### config.mk
export PLATFORM = sky130hd
export DESIGN_NAME = generador_obstaculos
export DESIGN_NICKNAME = d
export VERILOG_FILES = /design/src/rtl/generador_obstaculos.sv
export SDC_FILE = /design/constraint.sdc
export NUM_CORES = 1
export LEC_CHECK = 0
export CORE_UTILIZATION = 40
export CTS_CLUSTER_DIAMETER = 30
export DETAILED_ROUTE_END_ITERATION = 8
export PLACE_DENSITY = 0.69
export SLEW_MARGIN = 10
export SYNTH_ARGS = -nofsm -noshare
export SYNTH_HDL_FRONTEND = slang
export SYNTH_SLANG_ARGS = --single-unit
### constraint.sdc
create_clock -name clk -period 2.55 [get_ports clk]
set_input_delay 0.51 -clock clk [delete_from_list [all_inputs] [get_ports clk]]
set_output_delay 0.51 -clock clk [all_outputs]
set_load 0.01 [all_outputs]
### src/rtl/generador_obstaculos.sv
// generador_obstaculos: obstacle sequencer for the HEROE game.
// Counts a programmable number of scroll ticks, then emits a pseudo-random
// obstacle type (0..9) for the pattern ROM. It also tracks the number of
// emissions and the difficulty level, and shortens the spacing as the level
// rises.
//
// Ports:
//   clk        system clock
//   rst        asynchronous active-high reset
//   tick       one-cycle scroll pulse
//   habilitar  game running; low freezes the block
//   reiniciar  synchronous restart to the reset values
//   tipo_obs   obstacle type, 4'hF = none
//   nuevo_obs  one-cycle pulse when a new tipo_obs becomes valid
//   nivel      difficulty level, saturates at 15
//   cuenta_obs total emissions, saturates at 255
module generador_obstaculos #(
  parameter logic [7:0] LFSR_SEED     = 8'hA5,
  parameter int         TICKS_INI     = 8,
  parameter int         TICKS_MIN     = 3,
  parameter int         OBS_POR_NIVEL = 10
) (
  input  logic       clk,
  input  logic       rst,
  input  logic       tick,
  input  logic       habilitar,
  input  logic       reiniciar,
  output logic [3:0] tipo_obs,
  output logic       nuevo_obs,
  output logic [3:0] nivel,
  output logic [7:0] cuenta_obs
);

  localparam logic [7:0] INI  = 8'(TICKS_INI);
  localparam logic [7:0] MINT = 8'(TICKS_MIN);
  localparam logic [7:0] PNIV = 8'(OBS_POR_NIVEL);

  typedef enum logic [1:0] {INACTIVO, ESPERA, EMITIR} estado_t;

  estado_t    state, state_next;
  logic [7:0] lfsr, intervalo, contador, obs_en_nivel;

  logic       tick_ok;
  logic       realimentacion;
  logic [3:0] n, t_base, t_sel;
  logic       fin_nivel;
  logic [7:0] intervalo_next;

  always_comb begin
    // Ticks only count while actively waiting; everything else drops them.
    tick_ok        = tick & habilitar & (state == ESPERA);
    realimentacion = lfsr[7] ^ lfsr[5] ^ lfsr[4] ^ lfsr[3];

    // Fold 10..15 onto 4..9, then bump by one if it would repeat the last type.
    n      = lfsr[3:0];
    t_base = (n >= 4'd10) ? (n - 4'd6) : n;
    if (t_base == tipo_obs) t_sel = (t_base == 4'd9) ? 4'd0 : (t_base + 4'd1);
    else                    t_sel = t_base;

    // obs_en_nivel < PNIV always holds, so the +1 cannot wrap.
    fin_nivel = ((obs_en_nivel + 8'd1) == PNIV);
    if (fin_nivel) intervalo_next = (intervalo > MINT) ? (intervalo - 8'd1) : MINT;
    else           intervalo_next = intervalo;
  end

  always_comb begin
    state_next = state;
    case (state)
      INACTIVO: if (habilitar) state_next = ESPERA;
      ESPERA:   if (tick_ok && contador == 8'd1) state_next = EMITIR;
      EMITIR:   state_next = ESPERA;
      default:  state_next = INACTIVO;
    endcase
  end

  always_ff @(posedge clk or posedge rst) begin
    if (rst)            state <= INACTIVO;
    else if (reiniciar) state <= INACTIVO;
    else                state <= state_next;
  end

  always_ff @(posedge clk or posedge rst) begin
    if (rst) begin
      lfsr         <= LFSR_SEED;
      intervalo    <= INI;
      contador     <= 8'd0;
      obs_en_nivel <= 8'd0;
      tipo_obs     <= 4'hF;
      nuevo_obs    <= 1'b0;
      nivel        <= 4'd0;
      cuenta_obs   <= 8'd0;
    end else if (reiniciar) begin
      lfsr         <= LFSR_SEED;
      intervalo    <= INI;
      contador     <= 8'd0;
      obs_en_nivel <= 8'd0;
      tipo_obs     <= 4'hF;
      nuevo_obs    <= 1'b0;
      nivel        <= 4'd0;
      cuenta_obs   <= 8'd0;
    end else begin
      // Pulse only in the cycle after EMITIR, regardless of habilitar.
      nuevo_obs <= (state == EMITIR);
      case (state)
        INACTIVO: if (habilitar) contador <= intervalo;
        ESPERA: if (tick_ok) begin
          lfsr     <= {lfsr[6:0], realimentacion};
          contador <= contador - 8'd1;
        end
        EMITIR: begin
          tipo_obs   <= t_sel;
          cuenta_obs <= (cuenta_obs != 8'hFF) ? (cuenta_obs + 8'd1) : cuenta_obs;
          if (fin_nivel) begin
            obs_en_nivel <= 8'd0;
            nivel        <= (nivel != 4'hF) ? (nivel + 4'd1) : nivel;
          end else begin
            obs_en_nivel <= obs_en_nivel + 8'd1;
          end
          intervalo <= intervalo_next;
          contador  <= intervalo_next;
        end
        default: ;
      endcase
    end
  end

endmodule
==> metrics, run 1 <==
CTS tree=done; Vias=around 2900; fin. max-slew vios=0; outcome=finished clean; CP arrival=around 2.7 ns; part of the power in combinational logic=40.4%; initial antenna violation count=0; gp weighted congestion=just under 0.9; Worst Setup End Kind=register; Max FO, Critical Path=5; EDFF count, synth=0; Reg power frac=38.4%; Reg clk slew, reported paths=0.09 ns; synthesized-area fraction occupied by adder cells=4.44%; Finished Layout Cells=about 520; Async S/R FF share, synth=100%; ranking of synthesized cells by area=dfrtp_1 31%, dfstp_2 7.0%, a21oi_1 5.5%; Synth Area in Compound Gates=around a fifth; WL per Instance=approximately 14 µm; syn nets=roughly 410; # IOs=22; via density per instance=5.53; hpwl dp=~5.1 mm; largest area contributor in the netlist=dfrtp_1; dpl cells=roughly 510; Worst path max stage delay=about 0.57 ns; Die Y=around 94 µm; Setup violations, final=0; Max IR drop VDD=0.348 mV; fin crit share=a little over nine tenths; total negative slack=0 ns; CP max stage cell=dfstp_2; Worst-Margin Slew=0.587 ns; WS Path Type=reg -> reg; largest net degree at the start of global routing=52; worst min path class=reg -> reg; Post-Place Worst Slack=about 0.10 ns; Avg Cell Area, Syn=8.58 µm²; most frequent cell after synthesis=nand2_1; share of cells above drive strength 1=11.1%; fin worst setup slack=approximately 0.12 ns; Initial Utilization=approximately two fifths; crit-path cells=ha_1 -> nand2b_1 -> o22a_1 -> mux4_2 -> nor4_2 -> a21oi_1 -> o211ai_2; relative slew slack=60.5%; number of fill cells=791; Mapped Area=3380 µm²; routed wire length=~7.3 mm; fmax=~410 MHz; Simple-Gate Fraction of Synth Area=about a quarter; Final Critical Period=approximately 2.4 ns; Pwr per Cell Area=712 nW/µm²; first-pass GRT wire length=12.7 mm; Yosys cell types=62; Psw=1040 µW; total gr overflow=0; Clk Latency, worst-skew pair=between 0.3 and 0.4 ns; Synth top cells by count=46 x nand2_1, 42 x dfrtp_1, 40 x nor2_1; Syn. warnings=0; die width=about 94 µm; post-route ant nets=0; Hold Slack=0.500 ns; Power Total=approximately 2800 µW; Final Hold Vio Count=0; clock root buffer=clkbuf_8; DRC=0; R2R depth=7; RSZ-0062 raised after global routing=false; MaxCap Viol Count=0; Antenna diodes=0; P_leak=around 0.0016 µW; area grow syn2layout=14.5%; sequential area share after synthesis=around two fifths; Bufs on Longest Clock Path=2; Clk pwr share=between 20% and 30%; Starting DRT DRC Count=140; clock buffer count from CTS=5; Main synth FF type=dfrtp_1; Worst Skew=around 0.012 ns; Critical Path RT=2.78 ns; port buffer count=21; FP Rows=33; CTS sink count=between 50 and 60; register bit count reported by yosys=51; H-tree depth=2; switching part of the total=a little under two fifths; area share of xor/xnor cells in the synthesized design=3.89%; CP startpoint kind=register; vias in the first global route=between 2000 and 3000; router iterations before antenna repair=4; total track usage=18.2%; multiplexer share of the synthesized area=3.55%; layout net count=around 430; Core Region=between 8000 and 9000 µm²; die footprint=8820 µm²; Cells after Synth=394; largest family of logic cells by synthesized area=simple AND/OR/NAND/NOR gates; internal cell power=between 1500 and 2000 µW; hold depth=2; Synth top area share=a little under a third
[routing by layer]
layer	share of wire (%)	global-route usage [%]
met1	49	24.3
met5	0	0
met4	0.88	4.36
met2	47	30.2
met3	2.7	3.80
[power groups by stage]
stage          registers (µW)  clock network, µW  logic [µW]
6_report                 1060                586        1110
5_1_grt                  1080                640        1270
4_1_cts                  1060                606        1090
3_5_place_dp             1070                  0        1090
3_3_place_gp             1070                  0        1060
2_1_floorplan            1040                  0         840
[flip-flops by register name, summed over array words and instances, names as in the netlist]
signal / count
nivel: 4
state: 2
lfsr: 8
obs_en_nivel: 8
intervalo: 8
cuenta_obs: 8
contador: 8
tipo_obs: 4
nuevo_obs: 1
[cell families (layout without fill, tap and decap cells)]
| kind of cell | Yosys count | after routing |
|---|---|---|
| AOI/OAI and AO/OA | 105 | 105 |
| and+or+nand+nor | 167 | 167 |
| xor gates and xnor gates | 15 | 15 |
| adders and majority gates | 12 | 12 |
| DFF | 51 | 51 |
| buffers and inverters | 34 | 56 |
| muxes | 10 | 10 |
[path summary, 6_finish.rpt]
check / from / end / slack (ns)
hold / removal: lfsr[7]$_DFFE_PP1P_ / lfsr[7]$_DFFE_PP1P_ / 0.50
setup / recovery: lfsr[2]$_DFFE_PP1P_ / tipo_obs[3]$_DFFE_PP1P_ / 0.12
hold reg to reg: lfsr[7]$_DFFE_PP1P_ / lfsr[7]$_DFFE_PP1P_ / 0.50
max in group asynchronous: rst / tipo_obs[3]$_DFFE_PP1P_ / 1.70
min in group asynchronous: rst / cuenta_obs[7]$_DFFE_PP0P_ / 0.55
setup reg to reg: lfsr[2]$_DFFE_PP1P_ / tipo_obs[3]$_DFFE_PP1P_ / 0.12
[through the flow]
stage	cell area (µm²)	utilization [%]
final	3870	47.1
after global routing	3870	47.1
after CTS	3850	46.8
after detailed placement	3730	45.4
after global placement	3730	45.4
after floorplan	3380	-
[layout by cell type, fill, tap and decap left out, types with 6 or more instances in the layout]
| cell type | Yosys | routed |
|---|---|---|
| o211ai_1 | 9 | 9 |
| xor2_1 | 9 | 9 |
| nor3_1 | 16 | 16 |
| buf_4 | 1 | 11 |
| nand2_1 | 46 | 46 |
| inv_1 | 15 | 14 |
| clkdlybuf4s50_1 | 0 | 20 |
| nand2b_1 | 7 | 7 |
| nor2_1 | 40 | 40 |
| dfstp_2 | 9 | 9 |
| dfrtp_1 | 42 | 42 |
| and3_1 | 10 | 10 |
| o21ai_0 | 17 | 17 |
| nand4_1 | 8 | 8 |
| xnor2_1 | 6 | 6 |
| nand3_1 | 11 | 11 |
| clkbuf_8 | 0 | 6 |
| ha_1 | 12 | 12 |
| a21oi_1 | 37 | 37 |
[layout make-up]
type / count / area, µm² / area share, %
clock buffer: 6 / 82.6 / 2.13
sequential: 51 / 1290 / 33.3
clock inverter: 2 / 35.0 / 0.905
tap: 105 / 131 / 3.39
inverter: 15 / 56.3 / 1.45
timing repair buffer: 33 / 308 / 7.95
multi-input combinational: 309 / 1970 / 50.9
[critical path, delay by kind of cell, from the launching register on]
kind,cells,cell delay (ns)
DFF,1,0.57
AOI/OAI and AO/OA,3,0.47
and+or+nand+nor,2,0.51
adders and majority gates,1,0.27
muxes,1,0.54
[timing repair]
action,CTS,global route
gates resized for setup,0,3
hold buffers,0,0
setup buffers,0,1
endpoints found under the setup margin,0,7
No activity file was read; power rests on OpenSTA's default activity.
==> run 2, diff against run 1 <==
==> constraint.sdc (replaced) <==
create_clock -name clk -period 2.8 [get_ports clk]
set_input_delay 0.56 -clock clk [delete_from_list [all_inputs] [get_ports clk]]
set_output_delay 0.56 -clock clk [all_outputs]
set_load 0.01 [all_outputs]
==> run 2 against run 1 <==
Final cell count shrank 0.77%; die area unchanged; global-route usage down 0.33 points; clock power is 26% lower; combinational power decreased by 12%; register-to-register slack improved by 0.13 ns; count of clock-buffer cells in the layout is 1 lower; critical path type unchanged.
==> metrics, run 2 (synthesis gave the netlist of run 1 again) <==
cell area after layout=3780 µm² (-2.3%); Reg power frac=40.6% (+2.2 points); total track usage=17.9% (-0.33 points); first-pass GRT wire length=12.7 mm (-0.38%); CP endpoint=tipo_obs[2]$_DFFE_PP1P_; internal cell power=1430 µW (-16%); Final Hold Vio Count=0 (unchanged); cts repair resizes=0 (unchanged); Initial Utilization=41.1% (unchanged); Setup crit start=lfsr[2]$_DFFE_PP1P_; port buffer count=21 (unchanged); share of cells above drive strength 1=9.71% (-1.3 points); Setup Buffers After CTS=0 (unchanged); instance area at placement=3690 µm² (-0.94%); clock root buffer=clkbuf_8; Psw=953 µW (-8.8%); Worst-Margin Slew=0.833 ns (+0.246 ns); r2r startpoint=lfsr[2]$_DFFE_PP1P_; Die Y=93.9 µm (unchanged); Reg clk slew, reported paths=0.10 ns (about the same); total negative slack=0 ns (unchanged); initial antenna violation count=0 (unchanged); Max FO, Critical Path=11 (+6); most common cell after layout, fill and taps aside=nand2_1; Starting DRT DRC Count=158 (+13%); # IOs=22 (unchanged); number of hold buffers added after cts=0 (unchanged); WL per Instance=14.3 µm (+1.6%); via density per instance=5.63 (+1.8%); routed wire length=7.41 mm (+0.78%); CP arrival=2.80 ns (+0.14 ns); relative slew slack=44.4% (-16 points); CTS sink count=51 (unchanged); CP startpoint kind=register; outcome=finished clean; Vias=2910 (+1.0%); fmax=392 MHz (-4.8%); Critical Path RT=3.05 ns (+0.27 ns); switching part of the total=40.0% (+2.1 points); area grow syn2layout=11.9%; total gr overflow=0 (unchanged); layout net count=428 (-0.93%); Worst Skew=0.00809 ns (-0.00380 ns); die footprint=8820 µm² (unchanged); hpwl dp=5.24 mm (+2.0%); Bufs on Longest Clock Path=2 (unchanged); H-tree depth=2 (unchanged); R2R depth=7 (unchanged); fin crit share=91.2% (-4.2 points); Core Region=8220 µm² (unchanged); number of fill cells=806 (+1.9%); Pwr per Cell Area=630 nW/µm² (-12%); Worst Setup End Kind=register; Reg area=1290 µm² (unchanged); CTS tree=done; router iterations before antenna repair=4 (unchanged); DRC=0 (unchanged); die width=93.9 µm (unchanged); Worst R2R End=tipo_obs[2]$_DFFE_PP1P_; P_leak=0.00150 µW (-3.2%); Clk pwr share=18.3% (-3.0 points); vias in the first global route=2772 (+1.7%); Antenna diodes=0 (unchanged); Setup violations, final=0 (unchanged); Final Critical Period=2.55 ns (+0.121 ns); worst min path class=reg -> reg; register-to-register setup slack=0.25 ns (+0.13 ns); RSZ-0062 raised after global routing=false; MaxCap Viol Count=0 (unchanged); fin. max-slew vios=0 (unchanged); gp weighted congestion=0.832 (-6.4%); most frequent cells in the layout=46 x nand2_1, 42 x dfrtp_1, 40 x nor2_1; part of the power in combinational logic=41.1% (+0.7 points); hold depth=2 (unchanged); clock buffer count from CTS=5 (unchanged); Max IR drop VDD=0.233 mV (-33%); largest net degree at the start of global routing=40 (-23%); Clk Latency, worst-skew pair=0.31 ns (about the same); area of the multi-input gates=1950 µm² (-0.83%); post-route ant nets=0 (unchanged); WS Path Type=reg -> reg; FP Rows=33 (unchanged)
-- run 2: cell types whose count changed in the layout (fill, tap and decap cells not counted), sizes merged --
| cell | change |
|---|---|
| clkinvlp | +2 |
| bufinv | -1 |
| buf | -4 |
| clkbuf | -1 |
-- run 2: worst max-delay path, cell delays in order, from the launching register on --
cell	delay [ns]
dfstp_2	0.64
ha_1	0.31
nand2b_1	0.19
o22a_1	0.21
mux4_2	0.52
nor3_2	0.31
nand4_1	0.16
o211a_1	0.16
-- run 2: cell type report --
type / count / area share (%)
Multi-Input combinational cell: 309 / 51.7
Sequential cell: 51 / 34.0
Timing Repair Buffer: 29 / 7.01
Tap cell: 105 / 3.47
Clock buffer: 5 / 1.82
Inverter: 15 / 1.49
Clock inverter: 3 / 0.529
-- run 2: worst min path at each step --
stage | start | slack (ns) | end
5_1_grt | lfsr[5]$_DFFE_PP1P_ | 0.53 | lfsr[5]$_DFFE_PP1P_
4_1_cts | lfsr[7]$_DFFE_PP1P_ | 0.51 | lfsr[7]$_DFFE_PP1P_
6_report | lfsr[7]$_DFFE_PP1P_ | 0.50 | lfsr[7]$_DFFE_PP1P_
3_5_place_dp | lfsr[7]$_DFFE_PP1P_ | 0.50 | lfsr[7]$_DFFE_PP1P_
2_1_floorplan | lfsr[6]$_DFFE_PP0P_ | 0.47 | lfsr[7]$_DFFE_PP1P_
3_3_place_gp | lfsr[7]$_DFFE_PP1P_ | 0.48 | lfsr[7]$_DFFE_PP1P_
-- run 2: per-layer routing --
layer	GRT usage (%)	part of all wire, %	up-vias
met4	3.85	0.54	0
li1	-	-	1459
met5	0	0	-
met3	2.75	3.5	4
met2	30.8	48	54
met1	23.7	48	1393
-- run 2: power by group through the flow --
stage          Clock [µW]  Sequential (µW)  Combinational, µW
6_report              436              967                980
5_1_grt               471              985               1110
4_1_cts               450              965                979
3_5_place_dp            0              979                971
3_3_place_gp            0              976                960
2_1_floorplan           0              948                765
-- run 2: metrics by stage --
step	utilization, %	hold slack (ns)	power (µW)	worst slack [ns]	instances
2_1_floorplan	-	0.465	1710	0.615	394
3_3_place_gp	45.0	0.482	1940	0.392	509
3_5_place_dp	45.0	0.498	1950	0.279	509
4_1_cts	46.0	0.513	2390	0.268	517
5_1_grt	46.0	0.533	2560	0.118	517
6_report	46.0	0.504	2380	0.247	517
